==> config.mk <==
export PLATFORM = sky130hd
export DESIGN_NAME = decode_sequencer
export DESIGN_NICKNAME = d
export VERILOG_FILES = /design/src/rtl/decode_pkg.sv /design/src/rtl/sram_port_mux.sv /design/src/rtl/decode_sequencer.sv
export SDC_FILE = /design/constraint.sdc
export NUM_CORES = 1
export LEC_CHECK = 0
export ABC_AREA = 1
export CAP_MARGIN = 20
export CORE_MARGIN = 5
export CORE_UTILIZATION = 38
export DETAILED_ROUTE_END_ITERATION = 10
export PLACE_DENSITY = 0.81
export SLEW_MARGIN = 20
export SYNTH_ARGS = -nofsm -noshare
export SYNTH_HDL_FRONTEND = slang
export SYNTH_SLANG_ARGS = --single-unit
export TNS_END_PERCENT = 1
==> constraint.sdc <==
create_clock -name CLOCK_50_I -period 1.8 [get_ports CLOCK_50_I]
set_input_delay 0.36 -clock CLOCK_50_I [delete_from_list [all_inputs] [get_ports CLOCK_50_I]]
set_output_delay 0.36 -clock CLOCK_50_I [all_outputs]
set_load 0.02 [all_outputs]
==> src/rtl/decode_pkg.sv <==
// ============================================================================
// Module      : decode_pkg
// Description : Shared state encoding, SRAM request type and parameter defaults
// Revision    : 1.0
// ============================================================================
`default_nettype none

package decode_pkg;

    typedef enum logic [1:0] {
        S_IDLE    = 2'd0,
        S_UART_RX = 2'd1,
        S_M2      = 2'd2,
        S_M1      = 2'd3
    } seq_state_t;

    localparam logic [25:0] UART_TIMEOUT_DEFAULT = 26'd49999999;
    localparam logic [31:0] WD_LIMIT_DEFAULT     = 32'd20000000;

    typedef struct packed {
        logic [17:0] addr;
        logic [15:0] wdata;
        logic        we_n;
    } sram_req_t;

endpackage

`default_nettype wire

==> src/rtl/sram_port_mux.sv <==
// ============================================================================
// Module      : sram_port_mux
// Description : Combinational SRAM requester select keyed by sequencer state
// Revision    : 1.0
// ============================================================================
`default_nettype none

module sram_port_mux
    import decode_pkg::*;
(
    input  seq_state_t  state_i,
    input  logic [17:0] vga_addr_i,
    input  sram_req_t   uart_req_i,
    input  sram_req_t   m2_req_i,
    input  sram_req_t   m1_req_i,
    output sram_req_t   sram_req_o
);

    // VGA is read-only, so the idle grant can never write
    always_comb begin
        sram_req_o.addr  = vga_addr_i;
        sram_req_o.wdata = 16'd0;
        sram_req_o.we_n  = 1'b1;
        case (state_i)
            S_UART_RX: sram_req_o = uart_req_i;
            S_M2:      sram_req_o = m2_req_i;
            S_M1:      sram_req_o = m1_req_i;
            default:   ;
        endcase
    end

endmodule

`default_nettype wire

==> src/rtl/decode_sequencer.sv <==
// ============================================================================
// Module      : decode_sequencer
// Description : UART receive -> milestone 2 -> milestone 1 decode sequencer
//               with SRAM port arbitration. DECODE_WATCHDOG_EN adds a
//               per-phase watchdog.
// Revision    : 1.0
// ============================================================================
`default_nettype none

module decode_sequencer
    import decode_pkg::*;
#(
    parameter logic [25:0] UART_TIMEOUT = UART_TIMEOUT_DEFAULT,
    parameter logic [31:0] WD_LIMIT     = WD_LIMIT_DEFAULT
) (
    input  logic        CLOCK_50_I,
    input  logic        reset,
    input  logic        UART_RX_I,
    input  logic [17:0] uart_addr,
    input  logic [15:0] uart_wdata,
    input  logic        uart_we_n,
    input  logic [17:0] vga_addr,
    input  logic [17:0] m1_addr,
    input  logic [15:0] m1_wdata,
    input  logic        m1_we_n,
    input  logic [17:0] m2_addr,
    input  logic [15:0] m2_wdata,
    input  logic        m2_we_n,
    input  logic        m1_finish,
    input  logic        m2_finish,
    output logic        uart_init,
    output logic        uart_enable,
    output logic        vga_enable,
    output logic        m1_start,
    output logic        m2_start,
    output logic [17:0] sram_addr,
    output logic [15:0] sram_wdata,
    output logic        sram_we_n,
    output logic [1:0]  phase,
    output logic        decode_done,
    output logic        wd_error
);

    seq_state_t  state_q;
    logic [25:0] timer_q;
    logic        uart_init_q;
    logic        uart_enable_q;
    logic        vga_enable_q;
    logic        m1_start_q;
    logic        m2_start_q;
    logic        decode_done_q;
    sram_req_t   sram_req;

`ifdef DECODE_WATCHDOG_EN
    logic [31:0] wd_cnt_q;
    logic        wd_error_q;
    logic        wd_hit;

    assign wd_hit   = (wd_cnt_q == WD_LIMIT);
    assign wd_error = wd_error_q;
`else
    assign wd_error = 1'b0;
`endif

    always_ff @(posedge CLOCK_50_I) begin
        if (reset) begin
            state_q       <= S_IDLE;
            timer_q       <= 26'd0;
            uart_init_q   <= 1'b0;
            uart_enable_q <= 1'b0;
            vga_enable_q  <= 1'b1;
            m1_start_q    <= 1'b0;
            m2_start_q    <= 1'b0;
            decode_done_q <= 1'b0;
`ifdef DECODE_WATCHDOG_EN
            wd_cnt_q      <= 32'd0;
            wd_error_q    <= 1'b0;
`endif
        end else begin
            uart_init_q   <= 1'b0;
            uart_enable_q <= 1'b0;
            decode_done_q <= 1'b0;
            case (state_q)
                S_IDLE: begin
                    vga_enable_q <= 1'b1;
                    m1_start_q   <= 1'b0;
                    m2_start_q   <= 1'b0;
                    if (!UART_RX_I) begin
                        state_q      <= S_UART_RX;
                        uart_init_q  <= 1'b1;
                        timer_q      <= 26'd0;
                        vga_enable_q <= 1'b0;
                    end
                end
                S_UART_RX: begin
                    // Receiver enable follows the init pulse by one cycle
                    uart_enable_q <= uart_init_q;
                    if (!uart_we_n) begin
                        timer_q <= 26'd0;
                    end else if (timer_q == UART_TIMEOUT) begin
                        state_q    <= S_M2;
                        m2_start_q <= 1'b1;
                        timer_q    <= 26'd0;
`ifdef DECODE_WATCHDOG_EN
                        wd_cnt_q   <= 32'd0;
`endif
                    end else begin
                        timer_q <= timer_q + 26'd1;
                    end
                end
                S_M2: begin
                    if (m2_finish) begin
                        state_q    <= S_M1;
                        m2_start_q <= 1'b0;
                        m1_start_q <= 1'b1;
`ifdef DECODE_WATCHDOG_EN
                        wd_cnt_q   <= 32'd0;
                    end else if (wd_hit) begin
                        state_q      <= S_IDLE;
                        m2_start_q   <= 1'b0;
                        vga_enable_q <= 1'b1;
                        wd_error_q   <= 1'b1;
                    end else begin
                        wd_cnt_q <= wd_cnt_q + 32'd1;
`endif
                    end
                end
                S_M1: begin
                    if (m1_finish) begin
                        state_q       <= S_IDLE;
                        m1_start_q    <= 1'b0;
                        vga_enable_q  <= 1'b1;
                        decode_done_q <= 1'b1;
`ifdef DECODE_WATCHDOG_EN
                    end else if (wd_hit) begin
                        state_q      <= S_IDLE;
                        m1_start_q   <= 1'b0;
                        vga_enable_q <= 1'b1;
                        wd_error_q   <= 1'b1;
                    end else begin
                        wd_cnt_q <= wd_cnt_q + 32'd1;
`endif
                    end
                end
                default: begin
                    state_q      <= S_IDLE;
                    vga_enable_q <= 1'b1;
                    m1_start_q   <= 1'b0;
                    m2_start_q   <= 1'b0;
                end
            endcase
        end
    end

    sram_port_mux u_sram_port_mux (
        .state_i    (state_q),
        .vga_addr_i (vga_addr),
        .uart_req_i ({uart_addr, uart_wdata, uart_we_n}),
        .m2_req_i   ({m2_addr, m2_wdata, m2_we_n}),
        .m1_req_i   ({m1_addr, m1_wdata, m1_we_n}),
        .sram_req_o (sram_req)
    );

    assign sram_addr   = sram_req.addr;
    assign sram_wdata  = sram_req.wdata;
    assign sram_we_n   = sram_req.we_n;
    assign phase       = state_q;
    assign uart_init   = uart_init_q;
    assign uart_enable = uart_enable_q;
    assign vga_enable  = vga_enable_q;
    assign m1_start    = m1_start_q;
    assign m2_start    = m2_start_q;
    assign decode_done = decode_done_q;

endmodule

`default_nettype wire

==> results by group, run 1 <==
Run status
  • Status: finished with violations
  • Failing checks: setup timing

Power and ir drop
  • Max IR drop VDD: 0.0006363 V
  • PwrDens: 1365 mW/mm²
  • Design Power: 7.572 mW
  • Lkg Pwr: 2.249 nW

Hold path
  • Worst min path class: reg -> reg
  • Worst hold path cell count: 2
  • Hold Path Sink: uart_enable
  • Worst hold start: uart_init

Yosys
  • Mapped Avg Cell Area: 5.743 µm²
  • Synth Area in Simple Gates: 47.71%
  • Adder-cell share of the synthesized area: 2.588%
  • Seq/Total Area, Yosys: 23.47%
  • Synth Area in XOR/XNOR: 3.624%
  • FF+latch count, synth: 34
  • Area share of the largest cell type after synthesis: 23.47%
  • Mapped Area: 0.002900 mm²
  • Netlist cell types: 37
  • Synth Flop Type: dfxtp_1
  • Proportion of synthesized area in mux cells: 0.3451%
  • Post-synth EDFFs: 0
  • Ys Warns: 0
  • Top cells by area, synth: dfxtp_1 (23%), nand2_1 (23%), nor2_1 (8.2%)
  • Synthesized instance count: 505
  • Area leader, netlist: dfxtp_1
  • Synth cell count leaders: nand2_1 (176), nor2_1 (63), inv_1 (56)
  • Synthesized Nets: 639
  • Cell with the most instances after synthesis: nand2_1
  • Largest family of logic cells by synthesized area: simple AND/OR/NAND/NOR gates
  • Compound-gate portion of the synthesized area: 10.53%
  • Async SR Flop Fraction: 0%

CTS
  • H-tree depth: 2
  • Skew-Pair Late Insertion Delay: 290 ps
  • Max Root-Sink Buffers: 2
  • Root buf cell: clkbuf_8
  • Cts bufs inserted: 5
  • Clock slew at reported path FFs: 70 ps
  • Clk sinks: 34
  • CTS tree: built

Finish
  • Area growth, synth to finish: 91.29%
  • Fraction of layout cells with a size suffix above 1: 26.71%
  • Final core occ: 75.68%
  • Fillers: 539
  • Fin cells: 800
  • Final #Nets: 833
  • Reg area: 688.2 µm²
  • Multi-input logic area: 0.002266 mm²

GRT
  • Initial antenna violation count: 0
  • GRT Util Overall: 27.09%
  • GR Overflow Total: 0
  • Largest net degree at the start of global routing: 25
  • First-pass GRT wire length: 20.89 mm
  • Vias in the first global route: 3852

Timing
  • Period utilization: 109.1%
  • Clock skew: 6.654 ps
  • Post-route setup slack: -164.0 ps
  • Final Critical Period: 1964 ps
  • RSZ-0062 raised after global routing: yes
  • Fmax: 509.2 MHz
  • Final Hold Fails: 0
  • Max-slew violations: 0
  • Worst Hold Margin: 445.2 ps
  • Final setup fails: 44

Worst setup path
  • CP Max Fanout: 6
  • R2r endpoint: timer_q[14]
  • Reg-to-reg startpoint: phase[0]
  • Worst Path Required: 1440 ps
  • Critical Path Max Stage Delay: 350 ps
  • CP max stage cell: dfxtp_4
  • Crit start category: flop
  • Crit path top cell by count: buf_6
  • Cell family with most CP delay: buffers and inverters
  • Worst path bufs/invs: 4
  • Crit path cell chain: buf_6, ha_4, buf_6, nand2_2, inv_2, a221oi_2, nand2_1, buf_6
  • Setup crit end kind: output port
  • Reg2reg setup slack: -20 ps
  • R2R depth: 11
  • Crit path kind: reg -> out
  • WP data arrival: 1600 ps

Placement
  • DP Worst Slack: -358.5 ps
  • Placed Cells: 784
  • Dpl hpwl: 10.48 mm
  • IO Port Bufs: 170
  • GP Congestion: 0.9894

Die
  • Full die area: 0.009480 mm²
  • Core Area: 0.007331 mm²
  • Initial Util: 39.56%
  • Die outline height: 97.37 µm
  • DIE WIDTH: 97.37 µm
  • I/O pin count: 172
  • Site Rows: 31

Drt
  • Via count: 3976
  • Remaining DRCs: 0
  • WL final: 13.29 mm
  • DRT Pass-1 Iters: 5
  • Final ANT Viol Nets: 0
  • WL/cell: 16.61 µm
  • Via-per-instance ratio: 4.970
  • Drt first-iter violations: 182

Flow run
  • Max cap viols: 0
## logic make-up (layout without fill, tap and decap cells)
| group | count (synthesis) | count (layout) |
|---|---|---|
| adders and majority gates | 6 | 6 |
| AOI/OAI and AO/OA | 53 | 53 |
| other | 1 | 2 |
| and+or+nand+nor | 318 | 318 |
| DFF | 34 | 34 |
| xor gates and xnor gates | 12 | 12 |
| muxes | 1 | 1 |
| buffers and inverters | 80 | 275 |
## registers in the layout, indices dropped and copies added (netlist names)
signal	flops
vga_enable	1
m2_start	1
uart_enable	1
decode_done	1
phase	2
uart_init	1
timer_q	26
m1_start	1
## area by class of cell
cell class	count	share of cell area [%]
timing repair buffer	209	38.72
clock inverter	1	0.09021
antenna	1	0.04511
inverter	58	4.105
sequential	34	12.40
clock buffer	7	1.556
multi-input combinational	391	40.84
tap	99	2.233
## layer usage
layer  wire length, µm  global-route usage, %  up-vias
met5                 0                      0        -
met4               435                  7.987        0
met3               992                  6.030       35
met2              6706                  48.71      157
met1              5153                  31.94     1814
li1                  -                      -     1970
## worst reg2reg max path, delay by kind of cell, from the launching register on
kind            cells  cell delay, ps
fa+ha+maj           1             180
compound gates      1             250
xor+xnor            1             150
simple gates        4             320
flops               1             350
buf+inv             4             480
## per-stage QoR
step           instance area (µm²)  TNS [ps]
2_1_floorplan                 3030    -8.066
5_1_grt                       5545     -7442
4_1_cts                       5466     -3185
3_5_place_dp                  5012    -15700
3_3_place_gp                  5012    -13270
6_report                      5548     -3325
## cells in the final DEF, fill, tap and decap left out, drive strengths merged
master         instances
nand2                181
clkdlybuf4s50        134
nor2                  82
buf                   74
inv                   58
dfxtp                 34
nand3                 34
a21oi                 23
a31oi                 19
xor2                  10
nand4                  8
nor3                   7
clkbuf                 7
o21ai                  7
ha                     6
nand3b                 3
xnor2                  2
diode                  1
a221oi                 1
mux2i                  1
nor3b                  1
and2                   1
o2111ai                1
or3b                   1
o21a                   1
o31ai                  1
conb                   1
clkinv                 1
dlymetal6s2s           1
## worst max-delay path by stage
stage / end / cells past startpoint / slack, ps / from
after global placement: sram_addr[6] / 6 / -310 / phase[0]
after CTS: sram_addr[3] / 8 / -110 / phase[1]
after detailed placement: sram_addr[6] / 6 / -360 / phase[0]
after floorplan: sram_we_n / 6 / -8 / phase[0]
after global routing: sram_addr[5] / 8 / -220 / phase[1]
final: sram_we_n / 8 / -160 / phase[0]
## power breakdown
group          total, mW  internal, mW  leakage [nW]  switching (mW)
Sequential         0.870         0.820         0.276          0.0506
Clock              0.579         0.308        0.0482           0.271
Combinational       6.12          2.84          1.92            3.28
Total               7.57          3.97          2.25            3.60
## what timing repair did
| item | 4_1_cts | 5_1_grt |
|---|---|---|
| setup buffers | 3 | 1 |
| pin swaps | 14 | 11 |
| gates cloned | 3 | 0 |
| resized for setup | 272 | 26 |
| endpoints found under the setup margin | 63 | 63 |
| hold buffers | 0 | 0 |
Power figures use the tool's default switching activity.
==> inputs of run 2 (changes only) <==
--- a/config.mk
+++ b/config.mk
@@ -7,8 +7,9 @@
 export LEC_CHECK = 0
 export ABC_AREA = 1
 export CAP_MARGIN = 20
-export CORE_MARGIN = 5
+export CORE_MARGIN = 3
 export CORE_UTILIZATION = 38
+export CTS_BUF_LIST = sky130_fd_sc_hd__clkbuf_16
 export DETAILED_ROUTE_END_ITERATION = 10
 export PLACE_DENSITY = 0.81
 export SLEW_MARGIN = 20
==> results by group, run 2 (synthesis gave the netlist of run 1 again) <==
Run status
  • Status: finished with violations
  • Failing checks: setup timing

Placement
  • Dpl hpwl: 9.661 mm
  • GP Congestion: 0.9282
  • IO Port Bufs: 170
  • DP Worst Slack: -360.1 ps
  • Dpl cell area: 0.004930 mm²

CTS
  • Post-CTS Hold Fix Bufs: 0
  • CTS tree: built
  • Skew-Pair Late Insertion Delay: 270 ps
  • Cts bufs inserted: 5
  • Root buf cell: clkbuf_16
  • Clk sinks: 34
  • Max Root-Sink Buffers: 2
  • H-tree depth: 2
  • Clock slew at reported path FFs: 50 ps

Drt
  • DRT Pass-1 Iters: 5
  • Via-per-instance ratio: 4.991
  • Remaining DRCs: 0
  • Final ANT Viol Nets: 0
  • Via count: 3948
  • WL final: 12.39 mm
  • Drt first-iter violations: 134
  • WL/cell: 15.66 µm

Power and ir drop
  • Lkg Pwr: 2.172 nW
  • Max IR drop VDD: 0.0007038 V
  • PwrDens: 1360 mW/mm²

Die
  • Full die area: 0.008717 mm²
  • Core Area: 0.007331 mm²
  • I/O pin count: 172
  • Initial Util: 39.56%
  • Site Rows: 31
  • Die outline height: 93.37 µm
  • DIE WIDTH: 93.37 µm

GRT
  • GR Overflow Total: 0
  • Largest net degree at the start of global routing: 25
  • First-pass GRT wire length: 19.22 mm
  • GRT Util Overall: 27.73%
  • Initial antenna violation count: 0
  • Vias in the first global route: 3812

Hold path
  • Hold Path Sink: uart_enable
  • Worst hold start: uart_init
  • Worst hold path cell count: 2
  • Worst min path class: reg -> reg

Flow run
  • Max cap viols: 0

Worst setup path
  • Setup crit end kind: output port
  • R2r endpoint: timer_q[14]
  • Crit path kind: reg -> out
  • WP data arrival: 1540 ps
  • Reg-to-reg startpoint: phase[1]
  • Crit start category: flop
  • Reg2reg setup slack: -10 ps
  • CP Max Fanout: 18
  • R2R depth: 10
  • Worst Path Required: 1440 ps

Finish
  • Most frequent cells in the layout: nand2_1 (170), clkdlybuf4s50_1 (135), nor2_1 (52)
  • Reg area: 688.2 µm²
  • Finished layout cell area: 0.005394 mm²
  • Fillers: 588
  • Commonest non-fill, non-tap cell in the layout: nand2_1
  • Most flops, register: timer_q
  • Fraction of layout cells with a size suffix above 1: 23.84%
  • Max FFs per register: 26
  • Area growth, synth to finish: 85.98%
  • Multi-input logic area: 0.002190 mm²
  • N_diodes: 0
  • Final #Nets: 825

Timing
  • Final Hold Fails: 0
  • RSZ-0062 raised after global routing: yes
  • Max-slew violations: 0
  • Clock skew: 1.556 ps
  • Final setup fails: 30
  • Final Critical Period: 1905 ps
  • Post-route setup slack: -104.8 ps
  • Period utilization: 105.8%
  • Fmax: 525.0 MHz
  • Worst Hold Margin: 461.3 ps
-- run 2: worst max path at each step --
stage                         startpoint        endpoint  cells after the start
final                           phase[1]    sram_addr[3]                      6
after global routing            phase[0]       sram_we_n                      6
after floorplan                 phase[0]       sram_we_n                      6
after detailed placement        phase[1]    sram_addr[6]                      6
after CTS                       phase[0]       sram_we_n                      6
after global placement    uart_wdata[12]  sram_wdata[12]                      6
-- run 2: final cells by class --
class	count	area share (%)
Sequential cell	34	12.76
Clock inverter	3	0.2320
Tap cell	99	2.296
Multi-Input combinational cell	391	40.59
Timing Repair Buffer	201	37.49
Clock buffer	5	2.320
Inverter	58	4.315
-- run 2: repair_timing --
item | 4_1_cts | 5_1_grt
gates resized for setup | 228 | 40
cloned | 3 | 1
setup buffers | 2 | 0
setup endpoints to repair | 61 | 58
pin swaps | 4 | 4
-- run 2: critical path: stages, from the launching register on --
cell and delay (ps):
dfxtp_4 400, inv_4 60, ha_4 190, buf_8 170, a21oi_1 160, a31oi_2 100, buf_4 170
-- run 2: per-stage QoR --
step	std cells	util, %	setup TNS, ps	power [mW]
after floorplan	505	-	-8.066	3.673
after global placement	778	67.25	-11870	5.646
after detailed placement	778	67.25	-16040	5.697
after CTS	791	71.99	-1821	7.094
after global routing	791	73.58	-4532	7.750
final	791	73.58	-1706	7.337
-- run 2: per-layer routing --
layer | share of wire [%] | wire (µm) | up-vias | global-route usage, %
met1 | 38 | 4713 | 1832 | 31.31
li1 | - | - | 1958 | -
met5 | 0 | 0 | - | 0
met4 | 3.1 | 382 | 0 | 9.158
met3 | 8.6 | 1069 | 30 | 7.562
met2 | 50 | 6224 | 128 | 49.97
-- run 2: report_power, final --
part / switching [mW] / internal (mW)
combinational: 3.07 / 2.57
clock: 0.299 / 0.499
sequential: 0.0810 / 0.822
total: 3.45 / 3.89
